===== config.mk =====
export PLATFORM = sky130hd
export DESIGN_NAME = pc_gen_flat
export DESIGN_NICKNAME = d
export VERILOG_FILES = /design/src/rtl/pc_gen_if.sv /design/src/rtl/pc_gen.sv /design/src/flat_wrapper.sv
export SDC_FILE = /design/constraint.sdc
export NUM_CORES = 1
export LEC_CHECK = 0
export BUFFER_PORTS_ARGS = -buffer_cell sky130_fd_sc_hd__buf_4
export CAP_MARGIN = 10
export CELL_PAD_IN_SITES_DETAIL_PLACEMENT = 0
export CELL_PAD_IN_SITES_GLOBAL_PLACEMENT = 1
export CORE_MARGIN = 2
export CORE_UTILIZATION = 38
export CTS_CLUSTER_SIZE = 20
export DETAILED_ROUTE_END_ITERATION = 10
export PLACE_DENSITY_LB_ADDON = 0.1
export SYNTH_ARGS = -nofsm -noshare
export SYNTH_HDL_FRONTEND = slang
export SYNTH_SLANG_ARGS = --single-unit

===== constraint.sdc =====
create_clock -name clk -period 2.3 [get_ports clk]
set_input_delay 0.345 -clock clk [delete_from_list [all_inputs] [get_ports clk]]
set_output_delay 0.345 -clock clk [all_outputs]
set_load 0.01 [all_outputs]

===== src/rtl/pc_gen_if.sv =====
// pc_gen_if: instruction-bus channel between pc_gen and the ibus.
//   ireq_valid    request valid (held until the response returns)
//   ireq_addr     request address, stable while ireq_valid=1
//   iresp_data_ok response valid, one cycle
//   iresp_data    returned instruction word
// master = pc_gen (request side), slave = bus / memory model.
interface pc_gen_if;
  logic        ireq_valid;
  logic [63:0] ireq_addr;
  logic        iresp_data_ok;
  logic [31:0] iresp_data;

  modport master (output ireq_valid, ireq_addr, input  iresp_data_ok, iresp_data);
  modport slave  (input  ireq_valid, ireq_addr, output iresp_data_ok, iresp_data);
endinterface


===== src/rtl/pc_gen.sv =====
// pc_gen: owns the architectural fetch PC, issues one outstanding ibus request
// at a time, drains stale responses after a redirect, and buffers one
// instruction while decode is stalled.
// Ports:
//   clk, reset       clock, synchronous active-high reset
//   stall            downstream hold; out_* frozen except on a redirect flush
//   redirect_valid   single-cycle redirect pulse, target on redirect_pc
//   ibus             pc_gen_if.master instruction-bus channel
//   out_valid/pc/instr  registered instruction presented to decode
//   busy             high in FETCH or DROP (a request is on the bus)
// Optional: define PCGEN_PERF_EN to add perf_drop_cnt / perf_stall_cnt
// (saturating 32-bit counters of discarded responses and HOLD cycles).
module pc_gen #(
  parameter logic [63:0] RESET_PC    = 64'h8000_0000,
  parameter int          INSTR_BYTES = 4
) (
  input  logic        clk,
  input  logic        reset,
  input  logic        stall,
  input  logic        redirect_valid,
  input  logic [63:0] redirect_pc,
  pc_gen_if.master    ibus,
  output logic        out_valid,
  output logic [63:0] out_pc,
  output logic [31:0] out_instr,
`ifdef PCGEN_PERF_EN
  output logic [31:0] perf_drop_cnt,
  output logic [31:0] perf_stall_cnt,
`endif
  output logic        busy
);

  typedef enum logic [1:0] {S_FETCH, S_DROP, S_HOLD} state_t;

  typedef struct packed {
    logic [63:0] pc;
    logic [31:0] instr;
  } ent_t;

  localparam logic [63:0] PC_INC = 64'(INSTR_BYTES);

  state_t      state, state_d;
  logic [63:0] pc, pc_d;
  logic [63:0] pend, pend_d;     // redirect target parked while draining
  ent_t        hold, hold_d;     // single-entry stall buffer
  ent_t        out_q, out_d;
  logic        out_vld_d;

  always_ff @(posedge clk) begin
    if (reset) begin
      state     <= S_FETCH;
      pc        <= RESET_PC;
      pend      <= '0;
      hold      <= '0;
      out_q     <= '0;
      out_valid <= 1'b0;
    end else begin
      state     <= state_d;
      pc        <= pc_d;
      pend      <= pend_d;
      hold      <= hold_d;
      out_q     <= out_d;
      out_valid <= out_vld_d;
    end
  end

  always_comb begin
    state_d   = state;
    pc_d      = pc;
    pend_d    = pend;
    hold_d    = hold;
    out_d     = out_q;
    out_vld_d = out_valid;
    case (state)
      S_FETCH: begin
        if (redirect_valid && ibus.iresp_data_ok) begin
          // response belongs to the old path: drop it, refetch at target
          pc_d      = redirect_pc;
          out_vld_d = 1'b0;
        end else if (redirect_valid) begin
          // request still in flight; address must stay put until it lands
          pend_d    = redirect_pc;
          out_vld_d = 1'b0;
          state_d   = S_DROP;
        end else if (ibus.iresp_data_ok) begin
          pc_d = pc + PC_INC;
          if (stall) begin
            hold_d  = '{pc: pc, instr: ibus.iresp_data};
            state_d = S_HOLD;
          end else begin
            out_d     = '{pc: pc, instr: ibus.iresp_data};
            out_vld_d = 1'b1;
          end
        end else if (!stall) begin
          out_vld_d = 1'b0;
        end
      end
      S_DROP: begin
        if (redirect_valid) pend_d = redirect_pc;
        if (ibus.iresp_data_ok) begin
          pc_d    = redirect_valid ? redirect_pc : pend;
          state_d = S_FETCH;
        end
      end
      S_HOLD: begin
        // PC already points past the buffered instruction
        if (redirect_valid) begin
          hold_d    = '0;
          out_vld_d = 1'b0;
          pc_d      = redirect_pc;
          state_d   = S_FETCH;
        end else if (!stall) begin
          out_d     = hold;
          out_vld_d = 1'b1;
          state_d   = S_FETCH;
        end
      end
      default: state_d = S_FETCH;
    endcase
  end

  assign busy            = (state != S_HOLD);
  assign ibus.ireq_valid = busy;
  assign ibus.ireq_addr  = pc;   // pc only moves on data_ok, so it is stable
  assign out_pc          = out_q.pc;
  assign out_instr       = out_q.instr;

`ifdef PCGEN_PERF_EN
  logic drop_evt;
  assign drop_evt = ibus.iresp_data_ok &&
                    ((state == S_DROP) || (state == S_FETCH && redirect_valid));

  always_ff @(posedge clk) begin
    if (reset) begin
      perf_drop_cnt  <= '0;
      perf_stall_cnt <= '0;
    end else begin
      if (drop_evt && perf_drop_cnt != 32'hFFFF_FFFF)
        perf_drop_cnt <= perf_drop_cnt + 32'd1;
      if (state == S_HOLD && perf_stall_cnt != 32'hFFFF_FFFF)
        perf_stall_cnt <= perf_stall_cnt + 32'd1;
    end
  end
`endif

endmodule


===== src/flat_wrapper.sv =====
// flat-port wrapper written by rule: the top's interface ports become plain ports
module pc_gen_flat 
#(
  parameter logic [63:0] RESET_PC    = 64'h8000_0000,
  parameter int          INSTR_BYTES = 4
)
  (clk, reset, stall, redirect_valid, redirect_pc, out_valid, out_pc, out_instr, busy, ibus_ireq_valid, ibus_ireq_addr, ibus_iresp_data_ok, ibus_iresp_data);
  pc_gen_if ibus_i ();
  input  logic clk;
  input  logic reset;
  input  logic stall;
  input  logic redirect_valid;
  input  logic [63:0] redirect_pc;
  output logic out_valid;
  output logic [63:0] out_pc;
  output logic [31:0] out_instr;
  output logic busy;
  output wire logic [$bits(ibus_i.ireq_valid)-1:0] ibus_ireq_valid;
  output wire logic [$bits(ibus_i.ireq_addr)-1:0] ibus_ireq_addr;
  input wire logic [$bits(ibus_i.iresp_data_ok)-1:0] ibus_iresp_data_ok;
  input wire logic [$bits(ibus_i.iresp_data)-1:0] ibus_iresp_data;
  assign ibus_ireq_valid = ibus_i.ireq_valid;
  assign ibus_ireq_addr = ibus_i.ireq_addr;
  assign ibus_i.iresp_data_ok = ibus_iresp_data_ok;
  assign ibus_i.iresp_data = ibus_iresp_data;
  pc_gen #(.RESET_PC(RESET_PC), .INSTR_BYTES(INSTR_BYTES)) u_core (.clk(clk), .reset(reset), .stall(stall), .redirect_valid(redirect_valid), .redirect_pc(redirect_pc), .ibus(ibus_i), .out_valid(out_valid), .out_pc(out_pc), .out_instr(out_instr), .busy(busy));
endmodule

==> impl_metrics.csv <==
group,metric,value,unit
sta,period_needed,2.23,ns
global_route,grt_use_total,0.259,
power_and_ir_drop,finalPower,15.9,mW
yosys,syn_nets,2114,
cells_and_area,final_cell_mix,"428 x buf_4, 321 x dfxtp_1, 294 x nand2_1",
cells_and_area,fin_util,0.510,
detailed_routing,routedWlPerCell,20.5,um
yosys,syn-cell-area,15800,um^2
placement,post-place-ws,-0.0492,ns
yosys,netlist_instances,2008,
cts,cts_tree,"yes",
power_and_ir_drop,power_density,761,nW/um^2
global_route,overflow,0,
sta,setup_violations,0,
sta,slew_viol_final,0,
placement,place.detailed.hpwl,40.1,mm
yosys,yosys.area.top_type,"dfxtp_1",
detailed_routing,drt_iter0_drc,1407,
placement,dp_cells,2782,
cts,htree_levels,2,
cells_and_area,drive_above_1_share,0.252,
yosys,ys_async_sr_fraction,0,
floorplan,start_util,0.385,
yosys,ys_seq_area_frac,0.410,
yosys,yosysWarnings,0,
worst_setup_path,critical-path-max-stage-delay,0.39,ns
power_and_ir_drop,power.leakage,7.69,nW
worst_setup_path,critical_path_class,"register to register",
floorplan,die_x,208,um
cts,clk_pin_slew,0.06,ns
sta,tightestPinTransition,0.605,ns
sta,clock_skew,0.0110,ns
cts,ctsHoldBuffers,0,
global_route,grt_pass1_wl,89.2,mm
worst_setup_path,cp_max_fo,11,
sta,slew_headroom,0.597,
detailed_routing,dr.pass1.iters,5,
cells_and_area,fill_cells,4015,
cells_and_area,area_growth,32.2,%
floorplan,rows,74,
cts,clock_path_buffers,3,
cts,clock_latency,0.56,ns
yosys,avgSynthCellArea,7.85,um^2
cts,cts_buffers,40,
detailed_routing,drcViolationCount,0,
worst_setup_path,path_cells,"inv_2 > ha_2 > o21bai_1 > nand3b_1 > o22ai_1 > buf_4 > o21ai_0 > a31o_2 > a21oi_1",
detailed_routing,routed_wl,58.8,mm
global_route,grt_max_degree,110,
power_and_ir_drop,peakVddDrop,0.503,mV
yosys,yosysUniqueCellTypes,71,
worst_hold_path,hold_path.class,"input pin to register",
cts,root_buffer,"clkbuf_16",
floorplan,coreArea,40900,um^2
cells_and_area,fin_cells,2865,
detailed_routing,viasPerCell,5.64,
global_route,antenna_found_initial,0,
sta,worst_slack,0.0670,ns
floorplan,ios,264,
sta,rsz0062_at_grt,"true",
run_status,status,"complete, no violations",
detailed_routing,via_count,16200,
cells_and_area,final_common_cell,"buf_4",
cells_and_area,fin_nets,2412,
yosys,synthTopCellsByArea,"dfxtp_1 41%, a21oi_1 7.7%, nand2_1 7.0%, mux2i_1 6.5%, a211oi_1 5.3%",
placement,port_buffers,263,
yosys,ys_ff_latch,323,
yosys,synth_top_flop_cell,"dfxtp_1",
worst_setup_path,required,2.78,ns
detailed_routing,antenna_left,0,
worst_setup_path,crit_path_start_kind,"register",
floorplan,dieHeight,208,um
cells_and_area,n_antenna_cell,0,
worst_setup_path,cp-end-kind,"register",
floorplan,dieArea,43100,um^2
sta,worst_hold_slack,0.0490,ns
global_route,grt_pass1_vias,14700,
sta,hold_viol_final,0,
job,drv_cap,0,
worst_setup_path,crit_arrival,2.72,ns
sta,fin_crit_sh,0.971,
sta,timing.fmax,448,MHz
yosys,synth_edf_count,0,
yosys,yosys.area.top_type_share,0.410,
worst_setup_path,crit_slowest_cell,"dfxtp_1",
placement,routabilityCongestion,0.919,
cts,cts.sinks,323,
area by class of cell:
type / count / area, um^2 / share of cell area
Multi-Input combinational cell: 1469 / 8600 / 0.412
Tap cell: 532 / 666 / 0.0319
Clock buffer: 65 / 1240 / 0.0597
Sequential cell: 323 / 6470 / 0.310
Clock inverter: 4 / 37.5 / 0.00180
Inverter: 17 / 65.1 / 0.00312
Timing Repair Buffer: 455 / 3780 / 0.181
flip-flops by register name (all words and copies together), names as in the netlist:
| signal | cells |
|---|---|
| u_core.out_valid | 1 |
| u_core.out_instr | 32 |
| u_core.pend | 64 |
| u_core.out_pc | 64 |
| u_core.ibus.ireq_addr | 64 |
| u_core.hold | 96 |
| u_core.state | 2 |
layer usage:
| layer | vias up | track usage | routed length, um |
|---|---|---|---|
| li1 | 7836 | - | - |
| met3 | 95 | 0.0418 | 3730 |
| met2 | 618 | 0.375 | 24900 |
| met4 | 0 | 0.0668 | 1470 |
| met5 | - | 0 | 0 |
| met1 | 7613 | 0.396 | 28700 |
logic make-up (layout without fill, tap and decap cells):
| kind of cell | Yosys count | after routing | synth area share |
|---|---|---|---|
| AOI/OAI and AO/OA | 578 | 578 | 0.229 |
| xor gates and xnor gates | 20 | 20 | 0.0111 |
| DFF | 323 | 323 | 0.410 |
| muxes | 125 | 125 | 0.0812 |
| and+or+nand+nor | 741 | 741 | 0.211 |
| adders and majority gates | 5 | 5 | 0.00397 |
| buffers and inverters | 216 | 541 | 0.0532 |
repair_timing:
item | 4_1_cts | 5_1_grt
setup endpoints to repair | 4 | 180
buffers inserted | 3 | 6
pin swaps | 0 | 4
resized for setup | 3 | 22
gates cloned | 2 | 3
report_power, final:
group | switching (mW) | total, mW | internal, mW
combinational | 2.00 | 3.49 | 1.48
sequential | 0.259 | 6.20 | 5.94
clock | 2.50 | 6.18 | 3.68
total | 4.76 | 15.9 | 11.1
worst max-delay path, delay by kind of cell, from the launching register on:
kind            cells  cell delay [ns]
simple gates        1             0.24
flops               1             0.39
buf+inv             2             0.31
compound gates      5             1.00
fa+ha+maj           1             0.22
metrics by stage:
step / area, um^2 / setup TNS (ns)
floorplan: 15800 / 0
global placement: 19300 / -0.0220
detailed placement: 19300 / -0.0492
CTS: 20600 / 0
global route: 20900 / -0.209
finish: 20900 / 0
synthesized netlist by cell type (5+ instances only):
| cell | instances |
|---|---|
| dfxtp_1 | 323 |
| nand2_1 | 296 |
| a21oi_1 | 243 |
| nor2_1 | 188 |
| clkbuf_1 | 168 |
| nand3_1 | 135 |
| a211oi_1 | 112 |
| mux2i_1 | 102 |
| o21ai_0 | 78 |
| a221oi_1 | 41 |
| nor3_1 | 36 |
| mux2_2 | 23 |
| nand4_1 | 22 |
| a22oi_1 | 19 |
| a31oi_1 | 17 |
| buf_1 | 16 |
| inv_1 | 16 |
| xnor2_1 | 14 |
| and3_1 | 12 |
| buf_2 | 12 |
| o22ai_1 | 11 |
| and4_1 | 9 |
| o32ai_1 | 8 |
| a21o_1 | 7 |
| nor4_1 | 7 |
| xor2_1 | 6 |
| a32oi_1 | 5 |
| and2_1 | 5 |
| ha_1 | 5 |
| o211ai_1 | 5 |
path summary, 6_finish.rpt:
kind | startpoint | to | slack, ns | cells past startpoint
setup / recovery | u_core.state[0] | u_core.ibus.ireq_addr[39] | 0.07 | 9
hold / removal | redirect_pc[37] | u_core.pend[37] | 0.05 | 3
hold reg to reg | u_core.hold[69] | u_core.hold[69] | 0.45 | 2
setup reg to reg | u_core.state[0] | u_core.ibus.ireq_addr[39] | 0.07 | 9
Power figures use the tool's default switching activity.
